`src/rtl/load_request_unit.sv`:
```
// -----------------------------------------------------------------------------
// load_request_unit
//
// Data-memory read sequencer sitting between the memory-stage control of the
// core and the load alignment stage. A load request (byte address + load op)
// is accepted in IDLE, checked for misalignment, and turned into a single
// valid/ready word read on the data bus. The returned word is captured and
// presented together with the byte-lane offset and the load op so that the
// downstream aligner can extract and sign/zero-extend the loaded value.
// A bus watchdog terminates reads that never receive mem_ready.
//
// Optional feature (compile-time macro LOAD_MISALIGN_SPLIT_EN):
//   When defined, misaligned loads are serviced in hardware. In-word
//   misaligned halfwords use one read and a byte shift; word-crossing loads
//   use two reads (low word, then the next word after a one-cycle gap) and
//   a merge. The misaligned pulse never fires in that build.
//   When undefined, the REQ_HI path is absent and misaligned loads are
//   reported with a one-cycle misaligned pulse and no bus access.
//
// Parameters:
//   TIMEOUT_CYCLES  wait cycles in a request phase without mem_ready before
//                   the access is aborted with fault; 0 disables the watchdog
//
// Ports:
//   clk             clock
//   rst             asynchronous active-high reset
//   i_start         request strobe, only sampled while idle
//   i_addr          byte address of the load
//   i_load_op       LB/LBU/LH/LHU/LW code
//   o_busy          high from the cycle after an accepted start up to and
//                   including the done/misaligned/fault cycle
//   o_done          one-cycle pulse, data_out/addr_lsb/load_op_out valid
//   o_misaligned    one-cycle pulse, misaligned load, no bus access made
//   o_fault         one-cycle pulse, watchdog expired
//   o_data_out      captured (or merged) word
//   o_addr_lsb      byte offset for the aligner
//   o_load_op_out   latched load op
//   o_mem_valid     bus read request
//   o_mem_addr      word-aligned bus address
//   o_mem_wstrb     always 4'b0000 (read-only master)
//   i_mem_ready     bus response strobe
//   i_mem_rdata     bus read data, valid with i_mem_ready
// -----------------------------------------------------------------------------

`ifndef LOAD_OP_WIDTH
`define LOAD_OP_WIDTH 3
`endif
`ifndef LOAD_OP_LB
`define LOAD_OP_LB  3'b000
`endif
`ifndef LOAD_OP_LH
`define LOAD_OP_LH  3'b001
`endif
`ifndef LOAD_OP_LW
`define LOAD_OP_LW  3'b010
`endif
`ifndef LOAD_OP_LBU
`define LOAD_OP_LBU 3'b100
`endif
`ifndef LOAD_OP_LHU
`define LOAD_OP_LHU 3'b101
`endif

module load_request_unit #(
    parameter int TIMEOUT_CYCLES = 1024
) (
    input  logic                      clk,
    input  logic                      rst,
    input  logic                      i_start,
    input  logic [31:0]               i_addr,
    input  logic [`LOAD_OP_WIDTH-1:0] i_load_op,
    output logic                      o_busy,
    output logic                      o_done,
    output logic                      o_misaligned,
    output logic                      o_fault,
    output logic [31:0]               o_data_out,
    output logic [1:0]                o_addr_lsb,
    output logic [`LOAD_OP_WIDTH-1:0] o_load_op_out,
    output logic                      o_mem_valid,
    output logic [31:0]               o_mem_addr,
    output logic [3:0]                o_mem_wstrb,
    input  logic                      i_mem_ready,
    input  logic [31:0]               i_mem_rdata
);

    localparam int OPW  = `LOAD_OP_WIDTH;
    localparam int WD_W = (TIMEOUT_CYCLES < 2) ? 1 : $clog2(TIMEOUT_CYCLES + 1);

    localparam logic [OPW-1:0]  OP_LH    = OPW'(`LOAD_OP_LH);
    localparam logic [OPW-1:0]  OP_LHU   = OPW'(`LOAD_OP_LHU);
    localparam logic [OPW-1:0]  OP_LW    = OPW'(`LOAD_OP_LW);
    localparam logic [WD_W-1:0] WD_LIMIT = WD_W'(TIMEOUT_CYCLES);
    localparam logic [WD_W-1:0] WD_ONE   = WD_W'(1);

    typedef enum logic [1:0] {
        S_IDLE   = 2'd0,
        S_REQ    = 2'd1
`ifdef LOAD_MISALIGN_SPLIT_EN
        ,
        S_GAP    = 2'd2,
        S_REQ_HI = 2'd3
`endif
    } state_t;

    state_t          r_state;
    logic            r_busy;
    logic            r_done;
    logic            r_mis;
    logic            r_fault;
    logic [31:0]     r_data;
    logic [1:0]      r_lsb;
    logic [OPW-1:0]  r_op;
    logic            r_mem_valid;
    logic [31:0]     r_mem_addr;
    logic [WD_W-1:0] r_wd_cnt;
    logic [1:0]      r_off;

    state_t          w_state_next;
    logic            w_busy_next;
    logic            w_done_next;
    logic            w_mis_next;
    logic            w_fault_next;
    logic [31:0]     w_data_next;
    logic [1:0]      w_lsb_next;
    logic [OPW-1:0]  w_op_next;
    logic            w_valid_next;
    logic [31:0]     w_addr_next;
    logic [WD_W-1:0] w_cnt_next;
    logic [1:0]      w_off_next;

    logic            w_is_half;
    logic            w_is_word;
    logic            w_wd_expired;

`ifdef LOAD_MISALIGN_SPLIT_EN
    logic [31:0]     r_lo;
    logic            r_cross;
    logic            r_inword;
    logic [31:0]     w_lo_next;
    logic            w_cross_next;
    logic            w_inword_next;
    logic            w_cross;
    logic            w_inword;
    logic [31:0]     w_merged;
`else
    logic            w_misaligned;
`endif

    assign w_is_half = (i_load_op == OP_LH) || (i_load_op == OP_LHU);
    assign w_is_word = (i_load_op == OP_LW);

    // Expiry is only possible with the watchdog enabled; mem_ready is checked
    // ahead of this in the FSM so a response on the expiry cycle still wins.
    assign w_wd_expired = (TIMEOUT_CYCLES != 0) && (r_wd_cnt == WD_LIMIT);

`ifdef LOAD_MISALIGN_SPLIT_EN
    assign w_inword = w_is_half && (i_addr[1:0] == 2'b01);
    assign w_cross  = (w_is_half && (i_addr[1:0] == 2'b11)) ||
                      (w_is_word && (i_addr[1:0] != 2'b00));

    // Low 32 bits of {H,L} >> 8*offset, written out per offset. Offset 0 can
    // never be a crossing access, so it just falls back to the low word.
    always_comb begin
        case (r_off)
            2'd1:    w_merged = {i_mem_rdata[7:0],  r_lo[31:8]};
            2'd2:    w_merged = {i_mem_rdata[15:0], r_lo[31:16]};
            2'd3:    w_merged = {i_mem_rdata[23:0], r_lo[31:24]};
            default: w_merged = r_lo;
        endcase
    end
`else
    assign w_misaligned = (w_is_half && i_addr[0]) ||
                          (w_is_word && (i_addr[1:0] != 2'b00));
`endif

    // Next-state and next-output logic. Every output is registered, so the
    // values computed here appear one cycle later. Pulses default to 0 and
    // everything else defaults to holding its current value.
    always_comb begin
        w_state_next = r_state;
        w_busy_next  = r_busy;
        w_done_next  = 1'b0;
        w_mis_next   = 1'b0;
        w_fault_next = 1'b0;
        w_data_next  = r_data;
        w_lsb_next   = r_lsb;
        w_op_next    = r_op;
        w_valid_next = r_mem_valid;
        w_addr_next  = r_mem_addr;
        w_cnt_next   = r_wd_cnt;
        w_off_next   = r_off;
`ifdef LOAD_MISALIGN_SPLIT_EN
        w_lo_next     = r_lo;
        w_cross_next  = r_cross;
        w_inword_next = r_inword;
`endif

        case (r_state)
            S_IDLE: begin
                // busy is still high on the cycle carrying a done/misaligned/
                // fault pulse; a start seen then belongs to a busy unit and
                // is ignored.
                w_busy_next  = 1'b0;
                w_valid_next = 1'b0;
                if (i_start && !r_busy) begin
                    w_busy_next = 1'b1;
                    w_op_next   = i_load_op;
                    w_off_next  = i_addr[1:0];
                    w_cnt_next  = '0;
`ifdef LOAD_MISALIGN_SPLIT_EN
                    w_cross_next  = w_cross;
                    w_inword_next = w_inword;
                    w_addr_next   = {i_addr[31:2], 2'b00};
                    w_valid_next  = 1'b1;
                    w_state_next  = S_REQ;
`else
                    if (w_misaligned) begin
                        w_mis_next = 1'b1;
                    end else begin
                        w_addr_next  = {i_addr[31:2], 2'b00};
                        w_valid_next = 1'b1;
                        w_state_next = S_REQ;
                    end
`endif
                end
            end

            S_REQ: begin
                if (i_mem_ready) begin
                    w_valid_next = 1'b0;
                    w_cnt_next   = '0;
`ifdef LOAD_MISALIGN_SPLIT_EN
                    if (r_cross) begin
                        w_lo_next    = i_mem_rdata;
                        w_addr_next  = r_mem_addr + 32'd4;
                        w_state_next = S_GAP;
                    end else begin
                        w_done_next  = 1'b1;
                        w_data_next  = r_inword ? {8'h00, i_mem_rdata[31:8]} : i_mem_rdata;
                        w_lsb_next   = r_inword ? 2'b00 : r_off;
                        w_state_next = S_IDLE;
                    end
`else
                    w_done_next  = 1'b1;
                    w_data_next  = i_mem_rdata;
                    w_lsb_next   = r_off;
                    w_state_next = S_IDLE;
`endif
                end else if (w_wd_expired) begin
                    w_valid_next = 1'b0;
                    w_fault_next = 1'b1;
                    w_state_next = S_IDLE;
                end else if (TIMEOUT_CYCLES != 0) begin
                    w_cnt_next = r_wd_cnt + WD_ONE;
                end
            end

`ifdef LOAD_MISALIGN_SPLIT_EN
            // One idle bus cycle between the two halves; any stray mem_ready
            // here is ignored because no request is outstanding.
            S_GAP: begin
                w_valid_next = 1'b1;
                w_cnt_next   = '0;
                w_state_next = S_REQ_HI;
            end

            S_REQ_HI: begin
                if (i_mem_ready) begin
                    w_valid_next = 1'b0;
                    w_cnt_next   = '0;
                    w_done_next  = 1'b1;
                    w_data_next  = w_merged;
                    w_lsb_next   = 2'b00;
                    w_state_next = S_IDLE;
                end else if (w_wd_expired) begin
                    w_valid_next = 1'b0;
                    w_fault_next = 1'b1;
                    w_state_next = S_IDLE;
                end else if (TIMEOUT_CYCLES != 0) begin
                    w_cnt_next = r_wd_cnt + WD_ONE;
                end
            end
`endif

            default: begin
                w_valid_next = 1'b0;
                w_busy_next  = 1'b0;
                w_state_next = S_IDLE;
            end
        endcase
    end

    // State and output registers. The asynchronous reset drops mem_valid at
    // once, so any response still in flight is simply never looked at.
    always_ff @(posedge clk or posedge rst) begin
        if (rst) begin
            r_state     <= S_IDLE;
            r_busy      <= 1'b0;
            r_done      <= 1'b0;
            r_mis       <= 1'b0;
            r_fault     <= 1'b0;
            r_data      <= '0;
            r_lsb       <= '0;
            r_op        <= '0;
            r_mem_valid <= 1'b0;
            r_mem_addr  <= '0;
            r_wd_cnt    <= '0;
            r_off       <= '0;
        end else begin
            r_state     <= w_state_next;
            r_busy      <= w_busy_next;
            r_done      <= w_done_next;
            r_mis       <= w_mis_next;
            r_fault     <= w_fault_next;
            r_data      <= w_data_next;
            r_lsb       <= w_lsb_next;
            r_op        <= w_op_next;
            r_mem_valid <= w_valid_next;
            r_mem_addr  <= w_addr_next;
            r_wd_cnt    <= w_cnt_next;
            r_off       <= w_off_next;
        end
    end

`ifdef LOAD_MISALIGN_SPLIT_EN
    // Bookkeeping for split accesses: the captured low word and how the
    // access was classified when it was accepted.
    always_ff @(posedge clk or posedge rst) begin
        if (rst) begin
            r_lo     <= '0;
            r_cross  <= 1'b0;
            r_inword <= 1'b0;
        end else begin
            r_lo     <= w_lo_next;
            r_cross  <= w_cross_next;
            r_inword <= w_inword_next;
        end
    end
`endif

    assign o_busy        = r_busy;
    assign o_done        = r_done;
    assign o_misaligned  = r_mis;
    assign o_fault       = r_fault;
    assign o_data_out    = r_data;
    assign o_addr_lsb    = r_lsb;
    assign o_load_op_out = r_op;
    assign o_mem_valid   = r_mem_valid;
    assign o_mem_addr    = r_mem_addr;
    assign o_mem_wstrb   = 4'b0000;

endmodule

```
`config.mk`:
```
export PLATFORM = sky130hd
export DESIGN_NAME = load_request_unit
export DESIGN_NICKNAME = d
export VERILOG_FILES = /design/src/rtl/load_request_unit.sv
export SDC_FILE = /design/constraint.sdc
export NUM_CORES = 1
export LEC_CHECK = 0
export BUFFER_PORTS_ARGS = -buffer_cell sky130_fd_sc_hd__buf_2
export CAP_MARGIN = 20
export CORE_ASPECT_RATIO = 1.2
export CORE_MARGIN = 2
export CORE_UTILIZATION = 29
export CTS_BUF_LIST = sky130_fd_sc_hd__clkbuf_8
export DETAILED_ROUTE_END_ITERATION = 8
export GPL_TIMING_DRIVEN = 0
export REMOVE_ABC_BUFFERS = 1
export SLEW_MARGIN = 20
export SYNTH_ARGS = -nofsm -noshare
export SYNTH_HDL_FRONTEND = slang
export SYNTH_SLANG_ARGS = --single-unit
export TNS_END_PERCENT = 10
```
`constraint.sdc`:
```
create_clock -name clk -period 4.9 [get_ports clk]
set_clock_uncertainty 0.1 [all_clocks]
set_input_delay 0.735 -clock clk [delete_from_list [all_inputs] [get_ports clk]]
set_output_delay 0.735 -clock clk [all_outputs]
set_load 0.02 [all_outputs]
```
==> results.yml, run 1 <==
cts:
  clk_pin_slew_ps: 80
  cts-resized-gates: 0
  clk_path_buf_depth: 2
  worstSkewPairLatency_ps: 340
  cts_hold_buf: 0
  root_buffer: "clkbuf_8"
  htree_levels: 3
  cts_tree: "yes"
  post-cts-setup-buffers: 0
  cts.sinks: 86
  numCtsBuffers: 9
cells_and_area:
  nFillCells: 1207
  layout_commonest_cell: "buf_2"
  nets: 461
  layout_common_cells: "buf_2 (142), dfrtp_1 (86), mux2_2 (68), nand2_1 (10), clkbuf_8 (9)"
  area_growth_syn_to_layout_pct: 29.12
  multi_input_area_mm2: 0.001267
  n_antenna_cell: 0
  regArea_mm2: 0.002152
  drive_gt1_share_pct: 59.69
timing:
  min_period_ps: 2536
  finalSetupViolations: 0
  fmax_mhz: 394.4
  rsz0062_at_grt: "false"
  fin_crit_sh_pct: 51.75
  slew_headroom_pct: 42.41
  hold_violations: 0
  final_max_slew_viol_count: 0
  worstMarginPinSlew_ps: 862.1
  setup_ws_ps: 2364
  tns_ps: 0
placement:
  port_buffers: 142
  dpl.hpwl_um: 5201
  gp_congestion: 0.7516
  post-place-ws_ps: 1962
setup_path:
  timing.rr.start: "o_busy"
  r2r_slack_ps: 2420
  critPathMaxFanout: 32
  start_kind: "input port"
  slowest_stage: "nand2_2"
  critPathRequiredTime_ps: 5030
  crit_start: "i_start"
  worstPathCellList: "buf_2 > nor2b_4 > nor2b_1 > nand2_2 > mux2_2"
  critPathKind: "in2reg"
  cp_slowest_stage_delay_ps: 640
  critPathCaptureType: "flip-flop"
  cp.arrival_ps: 2660
floorplan:
  die_y_um: 124.9
  start_util_pct: 29.43
  die_x_um: 104.7
  rows: 44
  io_pins: 149
  coreArea_mm2: 0.01200
  dieArea_mm2: 0.01308
logic_synthesis:
  yosys.area.top_type_share_pct: 60.93
  seq_area_frac_synth_pct: 60.93
  syn_inst: 245
  yosys-top-cells-area: "dfrtp_1 (61%), mux2_2 (22%), buf_4 (1.5%), nand2_1 (1.2%), a31oi_1 (1.1%)"
  synth.cell_area_mm2: 0.003532
  synth.distinct_cells: 42
  ys_ff_latch: 86
  ys_warn_count: 0
  yosys.area.top_type: "dfrtp_1"
  synth.avg_cell_area_um2: 14.42
global_routing:
  grt_max_degree: 47
  grt_pass1_wl_um: 11850
  grt_pass1_vias: 2435
  antenna_found_initial: 0
  grt_overflow: 0
  track_usage_pct: 11.30
power_and_ir_drop:
  power_density_mw_per_mm2: 628.0
  ir_worst_vdd_mv: 0.2285
  p_total_w: 0.002864
  p_leak_nw: 2.249
routing:
  viasPerCell: 4.374
  wl_per_cell_um: 13.13
  drt_first_pass_iters: 4
  ant_nets: 0
  drc_errors: 0
  via_count: 2419
  first_iter_violations: 113
  finalWirelength_um: 7259
status:
  outcome: "completed"
job:
  maxCapViolCount: 0
min_path:
  hp-class: "in2async"
power breakdown:
part | switching, W | internal [W]
registers | 0.000149 | 0.00102
logic | 0.000701 | 0.000527
clock network | 0.000239 | 0.000229
total | 0.00109 | 0.00178
layer usage:
layer | track usage, % | wire [um] | vias to the layer above
li1 | - | - | 1144
met1 | 14.32 | 3078 | 1163
met2 | 18.49 | 3583 | 106
met3 | 2.930 | 536 | 6
met4 | 4.235 | 60 | 0
met5 | 0 | 0 | -
registers in the layout, summed over array words and instances, names as in the netlist:
signal and flops:
o_addr_lsb 2, o_busy 1, o_data_out 32, o_done 1, o_fault 1, o_load_op_out 3, o_mem_addr 30, o_mem_valid 1
o_misaligned 1, r_off 2, r_state 1, r_wd_cnt 11
Yosys cell counts:
cell,n
dfrtp_1,86
mux2_2,68
nand2_1,11
buf_4,7
a31oi_1,6
inv_1,5
nand3_1,5
nor2_1,5
nor3_1,5
buf_2,4
buf_6,3
a211o_1,2
a221o_1,2
and3_1,2
ha_1,2
nand4_1,2
nor2b_1,2
nor4_2,2
o211a_1,2
o21ai_1,2
a21o_1,1
a21oi_1,1
and2b_1,1
and3b_1,1
and4_1,1
clkbuf_1,1
clkbuf_2,1
conb_1,1
mux2_4,1
mux2i_1,1
nand2_2,1
nand2b_1,1
nand4_2,1
nor2b_4,1
nor4_1,1
o21a_1,1
o21ai_0,1
o22a_4,1
o22ai_2,1
o2bb2ai_1,1
or2_0,1
xnor2_1,1
path summary, 6_finish.rpt:
kind / cells after the start / end
max in group asynchronous: 3 / o_mem_addr[19]
worst max-delay path: 5 / o_mem_addr[21]
min in group clk: 1 / o_data_out[0]
worst min-delay path: 2 / o_data_out[20]
worst min register to register: 1 / o_data_out[0]
worst max register to register: 4 / o_mem_addr[21]
area by class of cell:
type	count	share of cell area (%)
Sequential cell	86	47.19
Multi-Input combinational cell	143	27.79
Timing Repair Buffer	143	16.19
Tap cell	161	4.417
Clock buffer	9	2.716
Clock inverter	6	1.235
Inverter	5	0.4664
cells by family (layout without fill, tap and decap cells):
logic type	after synthesis	in the layout	share of synthesized area (%)
AO/OA/AOI/OAI	21	21	4.782
buffers and inverters	21	163	3.790
XOR/XNOR	1	1	0.2480
other	1	6	0.1062
AND/OR/NAND/NOR	43	43	7.049
flip-flops	86	86	60.93
adder cells (fa/ha/maj)	2	2	0.7084
multiplexers	70	70	22.39
through the flow:
step	hold WS [ps]	instance area, um2	util (%)	std cells
2_1_floorplan	376.7	3436	-	234
3_3_place_gp	380.4	4348	36.23	537
3_5_place_dp	386.9	4380	36.50	538
4_1_cts	336.5	4561	38.00	553
5_1_grt	361.8	4561	38.00	553
6_report	337.0	4561	38.00	553
critical path, delay by kind of cell:
family	cells	cell delay, ps
multiplexers	1	480
AND/OR/NAND/NOR	3	1350
buffers and inverters	1	70
Note: power is estimated with default switching activity, not from simulation.
==> run 2: changes to the inputs <==
==> constraint.sdc (replaced) <==
create_clock -name clk -period 2.05 [get_ports clk]
set_clock_uncertainty 0.1 [all_clocks]
set_input_delay 0.3075 -clock clk [delete_from_list [all_inputs] [get_ports clk]]
set_output_delay 0.3075 -clock clk [all_outputs]
set_load 0.02 [all_outputs]
==> run 2 against run 1 <==
Die area stayed put. Register-to-register slack worse by 2300 ps. Sequential power up 140%. Critical path depth shrank 2. Non-clock buffer count rose by 1. Flip-flop and latch count unchanged. First-iteration DRC count grew 20%. Cell count increased by 0.18%. Via count about the same.
==> results.yml, run 2 (same netlist as run 1, synthesis figures left out) <==
timing:
  min_period_ps: 1884
  final_max_slew_viol_count: 0
  fmax_mhz: 530.8
  slew_headroom_pct: 43.89
  worstMarginPinSlew_ps: 839.9
  hold_violations: 0
  fin_crit_sh_pct: 91.90
  finalSetupViolations: 0
  rsz0062_at_grt: "false"
placement:
  port_buffers: 142
  dpl.hpwl_um: 5201
  dpl_cell_area_mm2: 0.004380
  gp_congestion: 0.7516
setup_path:
  path_depth: 3
  start_kind: "flip-flop"
  cp_top_family: "simple AND/OR/NAND/NOR gates"
  critPathCaptureType: "flip-flop"
  critPathMaxFanout: 13
  crit_start: "r_state[0]"
  slowest_stage: "nor2b_1"
  worstPathCellList: "nor2b_1 > nand2_1 > mux2i_1"
  timing.rr.start: "r_state[0]"
  r2r_cells: 3
  cp_slowest_stage_delay_ps: 730
  cp.arrival_ps: 2040
  crit_buf_inv: 0
  critPathKind: "reg2reg"
  critPathRequiredTime_ps: 2210
floorplan:
  coreArea_mm2: 0.01200
  rows: 44
  start_util_pct: 29.43
  dieArea_mm2: 0.01308
  die_x_um: 104.7
  die_y_um: 124.9
  io_pins: 149
cells_and_area:
  layout_commonest_cell: "buf_2"
  area_growth_syn_to_layout_pct: 30.00
  n_antenna_cell: 0
  layout_common_cells: "buf_2 (142), dfrtp_1 (86), mux2_2 (68), nand2_1 (10), clkbuf_8 (9)"
  nets: 462
  final_util_pct: 38.26
  largest_register_ffs: 32
  final_area_mm2: 0.004592
  drive_gt1_share_pct: 59.80
cts:
  numCtsBuffers: 9
  cts_tree: "yes"
  clk_pin_slew_ps: 90
  cts.sinks: 86
  root_buffer: "clkbuf_8"
  post-cts-setup-buffers: 0
  htree_levels: 3
  worstSkewPairLatency_ps: 340
  clk_path_buf_depth: 2
global_routing:
  track_usage_pct: 11.33
  grt_pass1_vias: 2443
  grt_overflow: 0
  grt_max_degree: 47
  antenna_found_initial: 0
  grt_pass1_wl_um: 11880
routing:
  drc_errors: 0
  first_iter_violations: 136
  via_count: 2420
  drt_first_pass_iters: 4
  wl_per_cell_um: 13.11
  ant_nets: 0
  finalWirelength_um: 7264
  viasPerCell: 4.368
power_and_ir_drop:
  pwr-share-clk_pct: 16.3
  p_total_w: 0.006871
  comb_power_share_pct: 42.9
  switching_share_pct: 38.08
  p_int_w: 0.004255
  p_leak_nw: 2.259
  p_seq_share_pct: 40.8
  p_sw_w: 0.002617
  ir_worst_vdd_mv: 0.5457
  power_density_mw_per_mm2: 1496
min_path:
  hp-class: "in2reg"
  min_from: "i_addr[15]"
  whs_path_depth: 2
job:
  maxCapViolCount: 0
status:
  outcome: "completed"
## run 2: worst paths after layout
check	endpoint	slack, ps
min reg2reg	o_data_out[0]	400
min	o_mem_addr[15]	80
max in group asynchronous	o_mem_addr[19]	790
max reg2reg	r_wd_cnt[0]	170
max	r_wd_cnt[0]	170
min in group asynchronous	o_data_out[20]	460
## run 2: power groups by stage
stage                     sequential (W)  combinational, W  clock (W)
after floorplan                  0.00371           0.00106          0
after global placement           0.00281           0.00293          0
after detailed placement         0.00284           0.00298          0
after CTS                        0.00281           0.00298    0.00118
after global routing             0.00292           0.00315    0.00126
final                            0.00280           0.00295    0.00112
## run 2: worst register-to-register path, stage by stage (launching register included)
cell and delay, ps:
dfrtp_1 530, nor2b_1 730, nand2_1 230, mux2i_1 210
## run 2: through the flow
stage	setup TNS (ps)	cells	hold slack (ps)	setup WS, ps
floorplan	-52180	234	356.0	-579.3
global placement	-155890	537	380.4	-1625
detailed placement	-13860	538	304.2	-465.1
CTS	0	554	55.26	44.52
global route	0	554	60.17	35.09
finish	0	554	82.10	166.0
## run 2: per-layer routing
| metal | GRT usage [%] | wire length [um] | up-vias |
|---|---|---|---|
| li1 | - | - | 1149 |
| met1 | 14.36 | 3111 | 1156 |
| met2 | 18.56 | 3559 | 107 |
| met3 | 2.930 | 501 | 8 |
| met4 | 4.235 | 91 | 0 |
| met5 | 0 | 0 | - |
## run 2: timing repair
item	in CTS	in global routing
hold endpoints to repair	40	0
hold buffers	1	0
endpoints found under the setup margin	32	30
resized for setup	2	2
## run 2: layout make-up
cell class	instances	area (um2)
clock buffer	9	123.9
clock inverter	6	56.30
fill	1203	7410
inverter	5	21.27
multi-input combinational	143	1289
sequential	86	2152
tap	161	201.4
timing repair buffer	144	748.2
==> run 3: changes to the inputs <==
--- a/config.mk
+++ b/config.mk
@@ -9,10 +9,12 @@
 export CAP_MARGIN = 20
 export CORE_ASPECT_RATIO = 1.2
 export CORE_MARGIN = 2
-export CORE_UTILIZATION = 29
+export CORE_UTILIZATION = 45
 export CTS_BUF_LIST = sky130_fd_sc_hd__clkbuf_8
 export DETAILED_ROUTE_END_ITERATION = 8
 export GPL_TIMING_DRIVEN = 0
+export MAX_ROUTING_LAYER = met4
+export PLACE_DENSITY = 0.79
 export REMOVE_ABC_BUFFERS = 1
 export SLEW_MARGIN = 20
 export SYNTH_ARGS = -nofsm -noshare
==> run 3 against run 2 <==
Final area down 1.4%. Sequential share of layout area up 0.67 points. Highest routed layer unchanged. Count of clock-buffer cells in the layout up 1. Largest power group unchanged. Core utilization up 21 points. Largest cell class unchanged. Maximum frequency fell by 2.9%. Flip-flop and latch count unchanged. Combinational power is essentially flat. Hold slack gained 7.6 ps. First-iteration DRC count down 52%.
==> results.yml, run 3 (same netlist as run 1, synthesis figures left out) <==
power_and_ir_drop:
  p_leak_nw: 2.258
  ir_worst_vdd_mv: 0.8227
  power_density_mw_per_mm2: 1537
  p_total_w: 0.006956
setup_path:
  start_kind: "flip-flop"
  worstPathCellList: "nor2b_4 > nor2b_2 > nand2_8 > mux2_4"
  critPathKind: "reg2reg"
  critPathMaxFanout: 32
  cp.arrival_ps: 2060
  critPathRequiredTime_ps: 2170
  slowest_stage: "nor2b_2"
  cp_slowest_stage_delay_ps: 480
  critPathCaptureType: "flip-flop"
cells_and_area:
  area_growth_syn_to_layout_pct: 28.16
  layout_common_cells: "buf_2 (142), dfrtp_1 (86), mux2_2 (68), nand2_1 (10), clkbuf_8 (10)"
  n_antenna_cell: 0
  layout_commonest_cell: "buf_2"
  nFillCells: 656
  nets: 462
  fin_cells: 486
  drive_gt1_share_pct: 60.41
  largest_register_ffs: 32
timing:
  min_period_ps: 1940
  hold_violations: 0
  fin_crit_sh_pct: 94.64
  finalSetupViolations: 0
  final_max_slew_viol_count: 0
  slew_headroom_pct: 44.62
  tns_ps: 0
  worstMarginPinSlew_ps: 829.0
  setup_ws_ps: 109.9
  fmax_mhz: 515.4
  holdWs_ps: 89.69
  rsz0062_at_grt: "false"
cts:
  cts_tree: "yes"
  worstSkewPairLatency_ps: 340
  root_buffer: "clkbuf_8"
  numCtsBuffers: 9
  clk_pin_slew_ps: 90
  clk_path_buf_depth: 2
  cts.sinks: 86
  htree_levels: 3
routing:
  drt_first_pass_iters: 4
  viasPerCell: 4.996
  finalWirelength_um: 6862
  via_count: 2428
  met3_length_um: 444
  wl_met1_um: 2814
  route.met2.wl_um: 3498
  wl_per_cell_um: 14.12
  ant_nets: 0
  top_layer: "met4"
  first_iter_violations: 65
  drc_errors: 0
global_routing:
  antenna_found_initial: 0
  track_usage_pct: 16.60
  grt_max_degree: 50
  grt_pass1_wl_um: 10870
  grt_overflow: 0
  grt_pass1_vias: 2383
placement:
  gp_congestion: 0.7916
  dp.cells: 469
  dpl.hpwl_um: 5024
  port_buffers: 142
  post-place-ws_ps: -461.0
floorplan:
  io_pins: 149
  dieArea_mm2: 0.008577
  rows: 35
  die_y_um: 101.1
  coreArea_mm2: 0.007664
  start_util_pct: 46.09
  die_x_um: 84.88
job:
  maxCapViolCount: 0
status:
  outcome: "completed"
min_path:
  hp-class: "in2reg"
run 3: metrics by stage:
stage	util (%)	instance area, um2
global placement	55.61	4262
floorplan	-	3436
global route	59.07	4527
detailed placement	56.03	4294
CTS	58.96	4518
finish	59.07	4527
run 3: routing by layer:
| layer | GRT usage, % | vias up |
|---|---|---|
| li1 | - | 1140 |
| met1 | 18.86 | 1178 |
| met2 | 28.16 | 102 |
| met3 | 4.259 | 8 |
| met4 | 6.593 | 0 |
| met5 | - | - |
run 3: repair_timing:
action / CTS / global route
setup buffers: 0 / 0
gates cloned: 0 / 0
hold endpoints to repair: 37 / 0
hold buffers: 1 / 0
endpoints found under the setup margin: 32 / 30
resized for setup: 2 / 1
run 3: report_power, final:
group / internal (W) / switching (W) / leakage (nW)
registers: 0.00244 / 0.000384 / 1.04
clock network: 0.000605 / 0.000603 / 0.103
logic: 0.00126 / 0.00166 / 1.11
run 3: worst paths after layout:
check                                 end       startpoint  slack, ps  cells past startpoint
setup / recovery           o_mem_addr[25]           o_busy        110                      4
setup reg to reg           o_mem_addr[25]           o_busy        110                      4
max in group asynchronous     r_wd_cnt[7]              rst        810                      4
hold / removal             o_data_out[24]  i_mem_rdata[24]         90                      2
min in group asynchronous  o_data_out[17]              rst        450                      3
hold reg to reg             o_data_out[5]    o_data_out[5]        400                      1
run 3: layout make-up:
cell class | instances | area, um2 | share of cell area (%)
Sequential cell | 86 | 2152 | 47.54
Clock inverter | 6 | 68.82 | 1.520
Tap cell | 92 | 115.1 | 2.543
Multi-Input combinational cell | 143 | 1284 | 28.36
Timing Repair Buffer | 144 | 748.2 | 16.53
Inverter | 5 | 21.27 | 0.4699
Clock buffer | 10 | 137.6 | 3.040
run 3: critical path: cells and delay by family, from the launching register on:
kind	cells	cell delay, ps
muxes	1	360
DFF	1	420
and+or+nand+nor	3	910
